**src/rtl/multicycle_datapath.sv**
```systemverilog
// Multi-cycle MIPS datapath sharing one req/ready memory port between
// instruction fetch and data access; control comes from an external decoder.
module multicycle_datapath #(
    parameter int unsigned       DATA_W   = 32,
    parameter logic [DATA_W-1:0] PC_RESET = '0,
    parameter int                ZERO_REG = 1
) (
    input  logic              clk,
    input  logic              rst_n,
    output logic              mem_req,
    output logic              mem_we,
    output logic [DATA_W-1:0] mem_addr,
    output logic [DATA_W-1:0] mem_wdata,
    input  logic [DATA_W-1:0] mem_rdata,
    input  logic              mem_ready,
    output logic [31:0]       inst_out,
    input  logic              RegDst,
    input  logic              ALUSrc_B,
    input  logic              MemtoReg,
    input  logic              RegWrite,
    input  logic              MemRead,
    input  logic              MemWrite,
    input  logic              Branch,
    input  logic              BranchNE,
    input  logic              Jump,
    input  logic [2:0]        ALU_Control,
    output logic [DATA_W-1:0] PC_out,
    output logic [DATA_W-1:0] ALU_out,
    output logic [DATA_W-1:0] Data_out,
    output logic              inst_done,
    input  logic [4:0]        dbg_raddr,
    output logic [DATA_W-1:0] dbg_rdata
);

    typedef enum logic [2:0] {
        S_FETCH,
        S_DECODE,
        S_EXEC,
        S_MEM,
        S_WB
    } state_t;

    state_t state;
    state_t state_n;

    logic [DATA_W-1:0] pc;
    logic [31:0]       ir;
    logic [DATA_W-1:0] a_q;
    logic [DATA_W-1:0] b_q;
    logic [DATA_W-1:0] alu_q;
    logic [DATA_W-1:0] mdr;
    logic [DATA_W-1:0] rf [32];
    logic              done_q;

    logic [DATA_W-1:0] imm_sx;
    logic [DATA_W-1:0] b_op;
    logic [DATA_W-1:0] alu_res;
    logic [DATA_W-1:0] br_off;
    logic [DATA_W-1:0] j_tgt;
    logic              taken;
    logic              retire;
    logic              req;
    logic              we;
    logic [DATA_W-1:0] addr;
    logic [4:0]        waddr;
    logic [DATA_W-1:0] wdata;
    logic              wr_en;

    function automatic logic [DATA_W-1:0] rf_rd(input logic [4:0] r);
        if (ZERO_REG != 0 && r == 5'd0) begin
            return '0;
        end
        return rf[r];
    endfunction

    assign imm_sx = {{(DATA_W-16){ir[15]}}, ir[15:0]};
    assign b_op   = ALUSrc_B ? imm_sx : b_q;
    assign br_off = {imm_sx[DATA_W-3:0], 2'b00};
    assign j_tgt  = {pc[DATA_W-1:28], ir[25:0], 2'b00};
    assign taken  = (a_q == b_q) ^ BranchNE;

    always_comb begin
        alu_res = '0;
        unique case (ALU_Control)
            3'b000: alu_res = a_q & b_op;
            3'b001: alu_res = a_q | b_op;
            3'b010: alu_res = a_q + b_op;
            3'b011: alu_res = a_q ^ b_op;
            3'b100: alu_res = ~(a_q | b_op);
            3'b101: alu_res = b_op << ir[10:6];
            3'b110: alu_res = a_q - b_op;
            3'b111: alu_res = {{(DATA_W-1){1'b0}},
                               $signed(a_q) < $signed(b_op)};
        endcase
    end

    // Sequencer: every retiring path collapses back to FETCH.
    always_comb begin
        state_n = state;
        retire  = 1'b0;
        req     = 1'b0;
        we      = 1'b0;
        addr    = pc;
        unique case (state)
            S_FETCH: begin
                req = 1'b1;
                if (mem_ready) state_n = S_DECODE;
            end
            S_DECODE: state_n = S_EXEC;
            S_EXEC: begin
                if (Jump || Branch) retire = 1'b1;
                else if (MemRead || MemWrite) state_n = S_MEM;
                else if (RegWrite) state_n = S_WB;
                else retire = 1'b1;
            end
            S_MEM: begin
                req  = 1'b1;
                we   = MemWrite;
                addr = alu_q;
                if (mem_ready) begin
                    if (MemRead) state_n = S_WB;
                    else retire = 1'b1;
                end
            end
            S_WB: retire = 1'b1;
            default: state_n = S_FETCH;
        endcase
        if (retire) state_n = S_FETCH;
    end

    always_ff @(posedge clk or negedge rst_n) begin
        if (!rst_n) state <= S_FETCH;
        else state <= state_n;
    end

    assign waddr = RegDst ? ir[15:11] : ir[20:16];
    assign wdata = MemtoReg ? mdr : alu_q;
    assign wr_en = (state == S_WB) && RegWrite &&
                   !(ZERO_REG != 0 && waddr == 5'd0);

    always_ff @(posedge clk or negedge rst_n) begin
        if (!rst_n) begin
            pc     <= PC_RESET;
            ir     <= '0;
            a_q    <= '0;
            b_q    <= '0;
            alu_q  <= '0;
            mdr    <= '0;
            done_q <= 1'b0;
            for (int i = 0; i < 32; i++) rf[i] <= '0;
        end else begin
            done_q <= retire;
            unique case (state)
                S_FETCH: begin
                    if (mem_ready) begin
                        ir <= mem_rdata[31:0];
                        pc <= pc + DATA_W'(4);
                    end
                end
                S_DECODE: begin
                    a_q <= rf_rd(ir[25:21]);
                    b_q <= rf_rd(ir[20:16]);
                end
                S_EXEC: begin
                    alu_q <= alu_res;
                    if (Jump) pc <= j_tgt;
                    else if (Branch && taken) pc <= pc + br_off;
                end
                S_MEM: begin
                    if (mem_ready && MemRead) mdr <= mem_rdata;
                end
                S_WB: begin
                    if (wr_en) rf[waddr] <= wdata;
                end
                default: ;
            endcase
        end
    end

    // Reset must silence the port at once, even mid-access.
    assign mem_req   = req & rst_n;
    assign mem_we    = we & rst_n;
    assign mem_addr  = addr;
    assign mem_wdata = b_q;
    assign inst_out  = ir;
    assign PC_out    = pc;
    assign ALU_out   = alu_q;
    assign Data_out  = b_q;
    assign inst_done = done_q;
    assign dbg_rdata = rf_rd(dbg_raddr);

endmodule

```
**config.mk**
```make
export PLATFORM = sky130hd
export DESIGN_NAME = multicycle_datapath
export DESIGN_NICKNAME = d
export VERILOG_FILES = /design/src/rtl/multicycle_datapath.sv
export SDC_FILE = /design/constraint.sdc
export NUM_CORES = 2
export LEC_CHECK = 0
export CORE_ASPECT_RATIO = 0.7
export CORE_MARGIN = 1
export CORE_UTILIZATION = 40
export CTS_BUF_LIST = sky130_fd_sc_hd__clkbuf_8
export CTS_CLUSTER_DIAMETER = 120
export DETAILED_ROUTE_END_ITERATION = 10
export GPL_ROUTABILITY_DRIVEN = 1
export PLACE_DENSITY_LB_ADDON = 0.05
export SYNTH_ARGS = -nofsm -noshare
export SYNTH_HDL_FRONTEND = slang
export SYNTH_SLANG_ARGS = --single-unit
```
**constraint.sdc**
```tcl
create_clock -name clk -period 8.5 [get_ports clk]
set_input_delay 0.85 -clock clk [delete_from_list [all_inputs] [get_ports clk]]
set_output_delay 0.85 -clock clk [all_outputs]
set_load 0.01 [all_outputs]
```
==> impl_metrics.csv <==
group,metric,value,unit
status,run_status,"complete, no violations",
timing,worst_pin_slew,1.27,ns
critical_path,setup.worst_path.start_class,"input port",
yosys,synthesis.instances,7108,
placement,preCtsSetupSlack,2.93,ns
grt,track_usage,0.337,
timing,layout_setup_ws,3.16,ns
yosys,ys_warn_count,0,
layout,finalNonFillerCells,9792,
timing,setup-violations-final,0,
drt,vias,62500,
pwr,power_density,310,nW/um2
yosys,yosysUniqueCellTypes,95,
timing,final_hold_viol_count,0,
die,core_area,193000,um2
layout,mostFrequentLayoutCells,"sky130_fd_sc_hd__dfrtp_1 (1,207), sky130_fd_sc_hd__mux4_2 (897), sky130_fd_sc_hd__nand2_1 (774)",
drt,detail_route.vias_per_cell,6.38,
layout,final_layout_size_suffix_gt1_frac,0.238,
critical_path,critPathCaptureType,"output pin",
grt,grt_overflow,0,
timing,peak_freq,0.187,GHz
layout,design.final.nets,7213,
die,initial_utilization,0.403,
timing,max_slew_margin,0.150,
critical_path,cp_data_arrival_time,4.49,ns
timing,final.min_clock_period,5.34,ns
cts,clock_tree.buffer_depth,4,
worst_hold_path,worstHoldPathType,"in -> reg",
yosys,ys_ff_latch,1218,
cts,root_buffer,"sky130_fd_sc_hd__clkbuf_8",
layout,multi_input_comb_area,44300,um2
critical_path,slowest_delay,0.74,ns
critical_path,critical-path-slowest-cell,"sky130_fd_sc_hd__mux2i_1",
timing,grt_setup_unrepaired,"no",
layout,finish.utilization,0.451,
critical_path,critPathBufInv,3,
drt,post-route-drc-count,0,
pwr,static-leakage-power,36.4,nW
critical_path,critPathTopFamily,"multiplexers",
cts,cts_max_level,4,
placement,port-buffer-count,276,
layout,mostFrequentLayoutCell,"sky130_fd_sc_hd__dfrtp_1",
critical_path,cp_max_fo,61,
cts,clkLatencyLatePin,0.99,ns
cts,clock_sink_total,1218,
grt,number_of_global_route_vias_before_repair,59800,
timing,timing.clock.skew,0.0760,ns
timing,share_of_the_cycle_needed_by_the_critical_path_after_routing,0.628,
cts,cts.repair.resized,0,
die,design.die.area,196000,um2
drt,dr.first_iter.drc_count,7793,
placement,place_hpwl,208000,um
cts,tritoncts,"built",
yosys,synth_seq_area_share,0.391,
critical_path,required,7.65,ns
critical_path,critPathKind,"in -> out",
yosys,number_of_enable_flip_flop_cells_after_synthesis,0,
critical_path,cp_cell_sequence,"buf_8, buf_4, mux4_2, mux4_2, mux2i_1, nor2_1, clkdlybuf4s50_1",
pwr,totalPowerFinal,27.1,mW
drt,postRouteWirelength,331000,um
cts,postcts_setup_bufs,0,
die,die_x,529,um
critical_path,critical_path.most_common_cell,"sky130_fd_sc_hd__mux4_2",
run,cap_viol_max_count,0,
cts,clock_buffer_count_from_cts,210,
yosys,syn-mean-instance-area,11.0,um2
cts,clkSlewWorstSetupHoldPaths,0.06,ns
grt,antenna_found_initial,19,
die,io_pins,279,
die,die_y,371,um
cts,postCtsHoldBufs,1,
yosys,postSynth.asyncResetShare,1.00,
pwr,vdd_drop_max,0.248,mV
timing,totalNegativeSetupSlack,0,ns
die,placementRows,135,
layout,final.fill_count,18300,
grt,grt_max_degree,163,
yosys,ys.flop_type,"sky130_fd_sc_hd__dfrtp_1",
placement,routabilityCongestion,0.957,
yosys,synthesis.area,77900,um2
placement,number_of_placed_instances_taps_included,9419,
layout,area_growth,12.0,%
drt,postRouteAntennaNets,0,
timing,timing.final.max_slew_violations,0,
layout,ff_latch_area,30500,um2
grt,grt_pass1_wl,471000,um
drt,drt_pre_antenna_iters,8,
drt,wl_per_cell,33.8,um
## per-stage QoR
| stage | hold slack (ns) | instance area [um2] |
|---|---|---|
| final | 0.347 | 87200 |
| after global routing | 0.320 | 87200 |
| after CTS | 0.283 | 87200 |
| after detailed placement | 0.402 | 82900 |
| after global placement | 0.394 | 82900 |
| after floorplan | 0.458 | 77900 |
## synthesized netlist by cell type, types with 7 or more instances
master                      count  share of area
sky130_fd_sc_hd__dfrtp_1     1218           0.39
sky130_fd_sc_hd__mux4_2       897           0.26
sky130_fd_sc_hd__nand2_1      789          0.038
sky130_fd_sc_hd__nor2_1       705          0.034
sky130_fd_sc_hd__a21oi_1      690          0.044
sky130_fd_sc_hd__o21ai_0      652          0.042
sky130_fd_sc_hd__clkbuf_1     530          0.026
sky130_fd_sc_hd__mux2_2       179          0.026
sky130_fd_sc_hd__mux2i_1      166          0.021
sky130_fd_sc_hd__ha_1         129          0.021
sky130_fd_sc_hd__inv_1        116         0.0056
sky130_fd_sc_hd__o22ai_1      109         0.0088
sky130_fd_sc_hd__buf_2         92         0.0059
sky130_fd_sc_hd__buf_1         82         0.0040
sky130_fd_sc_hd__nor2b_1       63         0.0051
sky130_fd_sc_hd__xor2_1        49         0.0055
sky130_fd_sc_hd__nor3_1        44         0.0028
sky130_fd_sc_hd__nand3_1       40         0.0026
sky130_fd_sc_hd__buf_4         38         0.0037
sky130_fd_sc_hd__o31ai_1       38         0.0037
sky130_fd_sc_hd__o32ai_1       31         0.0035
sky130_fd_sc_hd__a21o_1        27         0.0026
sky130_fd_sc_hd__a31oi_1       27         0.0022
sky130_fd_sc_hd__xnor2_1       27         0.0030
sky130_fd_sc_hd__a211oi_1      25         0.0024
sky130_fd_sc_hd__o211ai_1      23         0.0022
sky130_fd_sc_hd__nand2b_1      22         0.0018
sky130_fd_sc_hd__nor4_1        19         0.0015
sky130_fd_sc_hd__o221ai_1      18         0.0020
sky130_fd_sc_hd__o21bai_1      17         0.0016
sky130_fd_sc_hd__a221oi_1      16         0.0018
sky130_fd_sc_hd__o21a_1        15         0.0014
sky130_fd_sc_hd__nand4_1       14         0.0011
sky130_fd_sc_hd__and3_1        13         0.0010
sky130_fd_sc_hd__a22oi_1       10        0.00096
sky130_fd_sc_hd__a221o_1        9         0.0012
sky130_fd_sc_hd__and2_1         9        0.00072
sky130_fd_sc_hd__o2111ai_1      9         0.0010
sky130_fd_sc_hd__or3_1          9        0.00072
sky130_fd_sc_hd__nand3b_1       8        0.00077
sky130_fd_sc_hd__o211a_1        8         0.0010
sky130_fd_sc_hd__nor3b_1        7        0.00067
sky130_fd_sc_hd__or2_2          7        0.00056
## final timing paths
kind	from	endpoint	slack (ns)	depth (start not counted)
max	dbg_raddr[0]	dbg_rdata[0]	3.16	7
max in group asynchronous	rst_n	rf[357]$_DFFE_PN0P_	5.92	4
min	ALU_Control[2]	ALU_out[0]$_DFFE_PN0P_	0.35	3
max reg2reg	inst_out[20]$_DFFE_PN0P_	rf[981]$_DFFE_PN0P_	3.74	10
min in group asynchronous	rst_n	rf[441]$_DFFE_PN0P_	0.39	2
min reg2reg	rf[1010]$_DFFE_PN0P_	rf[1010]$_DFFE_PN0P_	0.41	0
## layout make-up
cell class                 instances  share of cell area
antenna                            2           0.0000574
sequential                      1218               0.350
multi-input combinational       5020               0.507
clock inverter                   100             0.00714
inverter                         121             0.00521
timing repair buffer             458              0.0503
tap                             2603              0.0373
clock buffer                     270              0.0426
## logic make-up (layout without fill, tap and decap cells)
kind of cell             after synthesis  in the layout  synth area share
adder cells (fa/ha/maj)              132            132            0.0215
AND/OR/NAND/NOR                     1764           1764            0.0931
other                                  1              4         0.0000482
AO/OA/AOI/OAI                       1803           1803             0.132
flip-flops                          1218           1218             0.391
XOR/XNOR                              76             76           0.00855
buffers and inverters                871            949            0.0461
multiplexers                        1243           1243             0.307
## per-layer routing
layer / up-vias / wire, um / GRT usage
met1: 32500 / 147000 / 0.503
li1: 26300 / - / -
met4: 12 / 12200 / 0.111
met2: 3142 / 140000 / 0.478
met3: 562 / 32100 / 0.0831
met5: - / 71 / 0
## state kept, by name, summed over array words and instances (netlist names)
name / flops
ALU_out: 32
Data_out: 32
PC_out: 30
a_q: 32
inst_done: 1
inst_out: 32
mdr: 32
rf: 1024
state: 3
## tightest hold or removal path, cell delays in order
cell,delay [ns]
sky130_fd_sc_hd__buf_2,0.20
sky130_fd_sc_hd__o2111ai_1,0.13
sky130_fd_sc_hd__a21oi_1,0.07
## power breakdown
group,internal [mW],switching (mW),total (mW)
clock,3.02,2.74,5.76
sequential,6.53,1.66,8.19
combinational,4.93,8.18,13.1
No activity file was read; power rests on OpenSTA's default activity.
